## src/rtl/res_port_arbiter.sv

```systemverilog
// res_port_arbiter: round-robin arbiter with a time-bounded lock, sharing one result memory port
module res_port_arbiter #(
  parameter int ADDR_W   = 14,
  parameter int DATA_W   = 8,
  parameter int MAX_LOCK = 16
) (
  input  logic              clk,
  input  logic              reset,
  input  logic              a_req,
  input  logic              a_we,
  input  logic              a_lock,
  input  logic [ADDR_W-1:0] a_addr,
  input  logic [DATA_W-1:0] a_wdata,
  output logic              a_gnt,
  output logic              a_rvalid,
  output logic [DATA_W-1:0] a_rdata,
  input  logic              b_req,
  input  logic              b_we,
  input  logic              b_lock,
  input  logic [ADDR_W-1:0] b_addr,
  input  logic [DATA_W-1:0] b_wdata,
  output logic              b_gnt,
  output logic              b_rvalid,
  output logic [DATA_W-1:0] b_rdata,
  output logic              res_rd,
  output logic              res_wr,
  output logic [ADDR_W-1:0] res_addr,
  output logic [DATA_W-1:0] res_do,
  input  logic [DATA_W-1:0] res_di
);
  localparam int CNT_W = $clog2(MAX_LOCK);
  typedef enum logic [1:0] {OWN_NONE, OWN_A, OWN_B} own_t;
  own_t r_own, w_own_nxt;
  logic r_last_b;
  logic r_tag_b;
  logic [CNT_W-1:0] r_lock_cnt;
  logic w_a_none, w_xfer, w_we, w_lock, w_timeout;
  logic [ADDR_W-1:0] w_addr;
  logic [DATA_W-1:0] w_wdata;
  // with no owner, A wins alone or on a tie when B won last
  assign w_a_none  = a_req & (~b_req | r_last_b);
  assign a_gnt     = reset & a_req & (r_own == OWN_A | (r_own == OWN_NONE & w_a_none));
  assign b_gnt     = reset & b_req & (r_own == OWN_B | (r_own == OWN_NONE & ~w_a_none));
  assign w_xfer    = a_gnt | b_gnt;
  assign w_we      = b_gnt ? b_we : a_we;
  assign w_lock    = b_gnt ? b_lock : a_lock;
  assign w_addr    = b_gnt ? b_addr : a_addr;
  assign w_wdata   = b_gnt ? b_wdata : a_wdata;
  assign w_timeout = (r_own != OWN_NONE) & (r_lock_cnt == CNT_W'(MAX_LOCK - 1));
  always_comb begin
    w_own_nxt = r_own;
    if (r_own == OWN_NONE)
      w_own_nxt = (w_xfer & w_lock) ? (b_gnt ? OWN_B : OWN_A) : OWN_NONE;
    else if (w_timeout | (w_xfer & ~w_lock))
      w_own_nxt = OWN_NONE;
  end
  always_ff @(posedge clk or negedge reset) begin
    if (!reset) begin
      r_own      <= OWN_NONE;
      r_last_b   <= 1'b1;
      r_tag_b    <= 1'b0;
      r_lock_cnt <= '0;
      res_rd     <= 1'b0;
      res_wr     <= 1'b0;
      res_addr   <= '0;
      res_do     <= '0;
      a_rvalid   <= 1'b0;
      a_rdata    <= '0;
      b_rvalid   <= 1'b0;
      b_rdata    <= '0;
    end else begin
      r_own      <= w_own_nxt;
      r_lock_cnt <= (r_own == OWN_NONE) ? '0 : r_lock_cnt + 1'b1;
      res_rd     <= w_xfer & ~w_we;
      res_wr     <= w_xfer & w_we;
      if (w_xfer) begin
        res_addr <= w_addr;
        res_do   <= w_wdata;
        r_last_b <= b_gnt;
        r_tag_b  <= b_gnt;
      end else if (w_timeout) begin
        r_last_b <= (r_own == OWN_B);
      end
      // memory data is valid during the res_rd cycle; return it to whoever issued it
      a_rvalid <= res_rd & ~r_tag_b;
      b_rvalid <= res_rd & r_tag_b;
      if (res_rd & ~r_tag_b) a_rdata <= res_di;
      if (res_rd & r_tag_b) b_rdata <= res_di;
    end
  end
endmodule

```

## config.mk

```make
export PLATFORM = sky130hd
export DESIGN_NAME = res_port_arbiter
export DESIGN_NICKNAME = d
export VERILOG_FILES = /design/src/rtl/res_port_arbiter.sv
export SDC_FILE = /design/constraint.sdc
export NUM_CORES = 1
export LEC_CHECK = 0
export BUFFER_PORTS_ARGS = -buffer_cell sky130_fd_sc_hd__buf_2
export CORE_MARGIN = 1
export CORE_UTILIZATION = 35
export DETAILED_ROUTE_END_ITERATION = 6
export MAX_ROUTING_LAYER = met4
export PLACE_DENSITY = 0.64
export SLEW_MARGIN = 20
export SYNTH_ARGS = -nofsm -noshare
export SYNTH_HDL_FRONTEND = slang
export SYNTH_SLANG_ARGS = --single-unit
export TNS_END_PERCENT = 10
```

## constraint.sdc

```tcl
create_clock -name clk -period 1.9 [get_ports clk]
set_input_delay 0.38 -clock clk [delete_from_list [all_inputs] [get_ports clk]]
set_output_delay 0.38 -clock clk [all_outputs]
set_load 0.02 [all_outputs]
```

### Yosys cells after proc, flatten, opt, wreduce, memory -nomap -nowiden

Cells that the tools add are included.

| cells by class | value |
|---|---|
| add/sub/neg operators | 1 |
| equal/unequal tests | 3 |
| mux-type cells | 11 |
| bitwise logic cells | 24 |
| reductions and logical operators | 4 |

Operators by type and width:

| operator | number |
|---|---|
| AND 1 bit | 14 |
| two-way mux 14 bit | 1 |
| two-way mux 2 bit | 4 |
| two-way mux 8 bit | 1 |
| nonzero test 2 bit | 3 |
| NOT 1 bit | 5 |
| OR 1 bit | 5 |
| adder 4 x 1 -> 4 bit, second input constant | 1 |
| equality test 4 bit, second input constant | 1 |
| two-way mux 1 bit | 4 |
| two-way mux 4 bit | 1 |
| equality test 2 x 1 -> 1 bit, second input constant | 1 |
| equality test 2 bit, second input constant | 1 |
| zero test 2 bit | 1 |

| storage, ports and cells | value |
|---|---|
| bits in registers | 50 |
| input bits | 60 |
| output and inout port bits | 44 |
| word-level logic and storage cells | 55 |

### Logic depth before layout (Yosys ltp)

| depth | value |
|---|---|
| depth after elaboration | 13 |
| mapped depth | 7 |
| depth with buffers taken out | 4 |

### Worst setup path before layout

OpenSTA, ideal clock, no wires.

| timing | value |
|---|---|
| path type | register to output |
| start point | reg r_last_b |
| end point | out b_gnt |
| data arrival time | 1.163 ns |
| slack | 0.357 ns |
| stages on the path, launching flop included | 6 |
| cell sequence | dfstp_2 -> nand3b_1 -> and3_1 -> buf_6 -> buf_6 -> buf_6 |

| on the way | value |
|---|---|
| longest elaborated chain between the ends | 6 |

RTL lines:

| item | line | text |
|---|---|---|
| start, declared | 34 | `logic r_last_b;` |
| start signal, assigned | 79 | `r_last_b <= b_gnt;` |
| start signal, assigned | 82 | `r_last_b <= (r_own == OWN_B);` |
| OR 1 bit | 41 | `assign w_a_none = a_req & (~b_req \| r_last_b);` |
| AND 1 bit | 41 |  |
| NOT 1 bit | 43 | `assign b_gnt = reset & b_req & (r_own == OWN_B \| (r_own == OWN_NONE & ~w_a_none));` |
| AND 1 bit | 43 |  |
| OR 1 bit | 43 |  |
| AND 1 bit | 43 |  |
| end, declared | 22 | `output logic b_gnt,` |

Every way passes these cells.

### Worst setup path after layout

| timing | value |
|---|---|
| start point | reg r_own[1] |
| end point | out a_gnt |

| on the way | value |
|---|---|
| longest elaborated chain between the ends | 4 |
| elaborated cells between the ends (all ways) | 5 |
| classes of those cells | eq/ne (1); bitwise (3); reduce/logical (1) |

RTL lines:

| item | line | text |
|---|---|---|
| start, declared | 33 | `own_t r_own, w_own_nxt;` |
| start signal, assigned | 72 | `r_own <= w_own_nxt;` |
| zero test 2 bit | 42 | `assign a_gnt = reset & a_req & (r_own == OWN_A \| (r_own == OWN_NONE & w_a_none));` |
| AND 1 bit | 42 |  |
| OR 1 bit (*) | 42 |  |
| AND 1 bit (*) | 42 |  |
| end, declared | 14 | `output logic a_gnt,` |

Every way passes the cells marked *; elsewhere a longest branch is shown, timed or not.

==> flow_summary.toml <==
[timing]
rsz0062_at_grt = "no"
hold_violations = 0
slew-limit-headroom_pct = 59.77
max_freq_ghz = 0.5600
drv_slew = 0
worst_slew_pin_slew_ns = 0.6035
fin_setup_tns_ns = 0
final-setup-viol-count = 0
fin_crit_ns = 1.786
setup_ws_ns = 0.1142
skew_ns = 0.006136
fin_crit_sh_pct = 93.99

[placement]
dp_hpwl_um = 3332
numPortBuffers = 103
place_worst_setup_slack_ns = 0.3505
place_congestion = 0.6844

[setup_path]
regToRegSetupSlack_ns = 0.39
r2r_end = "res_do[2]"
crit_path_start_kind = "register"
r2r-start = "r_own[1]"
rr_worst_depth = 5
crit_path_max_fanout = 7
worstPathRequired_ns = 1.52
worstSetupPathType = "reg2out"
critPathArrivalTime_ns = 1.41
crit_path_end_kind = "primary output"

[clock_network]
cts_tree = "done"
cts_root_buf = "clkbuf_8"
cts_buffers = 5
cts.htree.levels = 2
post-cts-setup-buffer-count = 0
cts.sinks = 50
clkTransAtPathRegs_ns = 0.08
clock_latency_ns = 0.30
clk_path_buf_depth = 2

[global_route]
grt_max_degree = 48
grt_pass1_wl_um = 7031
antenna_found_initial = 0
overflow = 0
grt_pass1_vias = 1549
grt_usage_pct = 14.58

[floorplan]
die_h_um = 80.83
num_io_pins = 104
core_area_um2 = 5956
rows = 28
die_area_um2 = 6533
die_width_um = 80.83
start_util_pct = 36.51

[drt]
dr_wl_met3_um = 315
dr.pass1.iters = 5
vias_per_cell = 4.665
wirelength_um = 4607
routed.top_layer = "met4"
post_drt_wl_per_cell_um = 12.76
wirelength_met1_um = 1970
drt_iter0_markers = 51
ant_nets = 0
vias = 1684
wl_met2_um = 2278
post-route-drc-count = 0

[synth]
synth_nets = 241
ys.warnings.count = 0
ys_types = 29
yosys_register_bits = 50
synth-seq-area-share_pct = 57.59
syn_area_um2 = 2175
postSynthAreaPerCell_um2 = 12.08
syn-instance-count = 180

[power]
vdd_drop_max_v = 0.0007047
pwr_density_cell_nw_per_um2 = 1541
p_leak_uw = 0.001406

[finish]
finalCoreUtilization_pct = 48.15
layout_common_cells = "103 x buf_2, 49 x dfrtp_1, 26 x nand2_1"
layout_commonest_cell = "buf_2"
antenna_cells = 0
nets = 346
syn2layout_area_growth_pct = 31.88
drive_gt1_share_pct = 46.50

[run_status]
status = "finished clean"

[worst_hold_path]
hold_class = "in2async"

[run]
cap_violations = 0
[layout make-up]
class                      instances  area (um2)
fill                             582        3088
sequential                        50        1252
clock inverter                     1       30.03
tap                               75       93.84
timing repair buffer             108       580.6
inverter                           5       18.77
clock buffer                       7       76.32
multi-input combinational        115       815.8
[cell families (layout without fill, tap and decap cells)]
| logic type | after synthesis | in the layout | share of synthesized area [%] |
|---|---|---|---|
| mux | 39 | 39 | 18.87 |
| flops | 50 | 50 | 57.60 |
| simple gates | 42 | 42 | 8.516 |
| buf+inv | 15 | 121 | 5.235 |
| xor+xnor | 2 | 2 | 0.8057 |
| compound gates | 31 | 31 | 8.401 |
| fa+ha+maj | 1 | 1 | 0.5753 |
[power breakdown]
part	switching (uW)	internal, uW	leakage [uW]
Sequential	264	1550	0.000610
Clock	325	394	0.0000524
Combinational	1110	782	0.000744
Total	1700	2720	0.00141
[synthesized netlist by cell type]
cell type	number	area [um2]
a21o_1	1	7.510
a211oi_2	1	12.51
nor2_1	5	18.77
nand4_1	1	6.260
a31o_1	1	8.760
buf_2	1	5.000
nand3b_1	2	15.01
mux2i_1	23	230.2
xor2_1	1	8.760
buf_6	6	67.56
xnor2_1	1	8.760
a41o_1	1	10.01
nor2b_1	4	25.02
nand2_1	26	97.59
clkbuf_1	2	7.510
nand3_1	2	10.01
inv_1	5	18.77
o311a_1	1	10.01
o22ai_1	2	12.51
and3_1	1	6.260
buf_8	1	15.01
dfrtp_1	49	1226
dfstp_2	1	26.28
a31oi_1	1	6.260
o21ai_1	18	90.09
o21ai_0	5	25.02
mux2_2	16	180.2
nand2b_1	1	6.260
ha_1	1	12.51
[through the flow]
| step | instance area [um2] | hold slack [ns] | total power [uW] | cells |
|---|---|---|---|---|
| after floorplan | 2175 | 0.08441 | 3088 | 180 |
| final | 2868 | 0.2847 | 4420 | 361 |
| after global placement | 2745 | 0.2282 | 3693 | 352 |
| after CTS | 2861 | 0.2815 | 4480 | 361 |
| after global routing | 2868 | 0.2849 | 4719 | 361 |
| after detailed placement | 2745 | 0.2283 | 3742 | 352 |
[registers in the layout, indices dropped and copies added, names as in the netlist, 2 cells and up]
register	flops
a_rdata	8
r_lock_cnt	4
res_do	8
b_rdata	8
r_own	2
res_addr	14
[repair_timing]
item / CTS / global route
endpoints found under the hold margin: 3 / 0
hold buffers: 1 / 0
gates resized for setup: 0 / 2
setup endpoints to repair: 0 / 1
[routing by layer]
metal	up-vias	GRT usage (%)
met1	781	16.80
met5	-	-
met2	68	25.13
li1	830	-
met3	5	3.483
met4	0	4.286
[how the worst max path moves through the flow]
stage | start | depth (start not counted) | endpoint | slack (ns)
6_report | r_own[1] | 3 | a_gnt | 0.11
2_1_floorplan | r_last_b | 5 | b_gnt | 0.36
3_3_place_gp | b_req | 4 | b_gnt | 0.37
3_5_place_dp | b_req | 4 | b_gnt | 0.35
5_1_grt | r_own[1] | 3 | a_gnt | 0.04
4_1_cts | r_own[0] | 3 | b_gnt | 0.05
[worst max-delay path: stages (launching register included)]
cell,delay (ns)
dfrtp_1,0.46
nor2b_1,0.17
o311a_1,0.27
buf_2,0.22
Power figures use the tool's default switching activity.
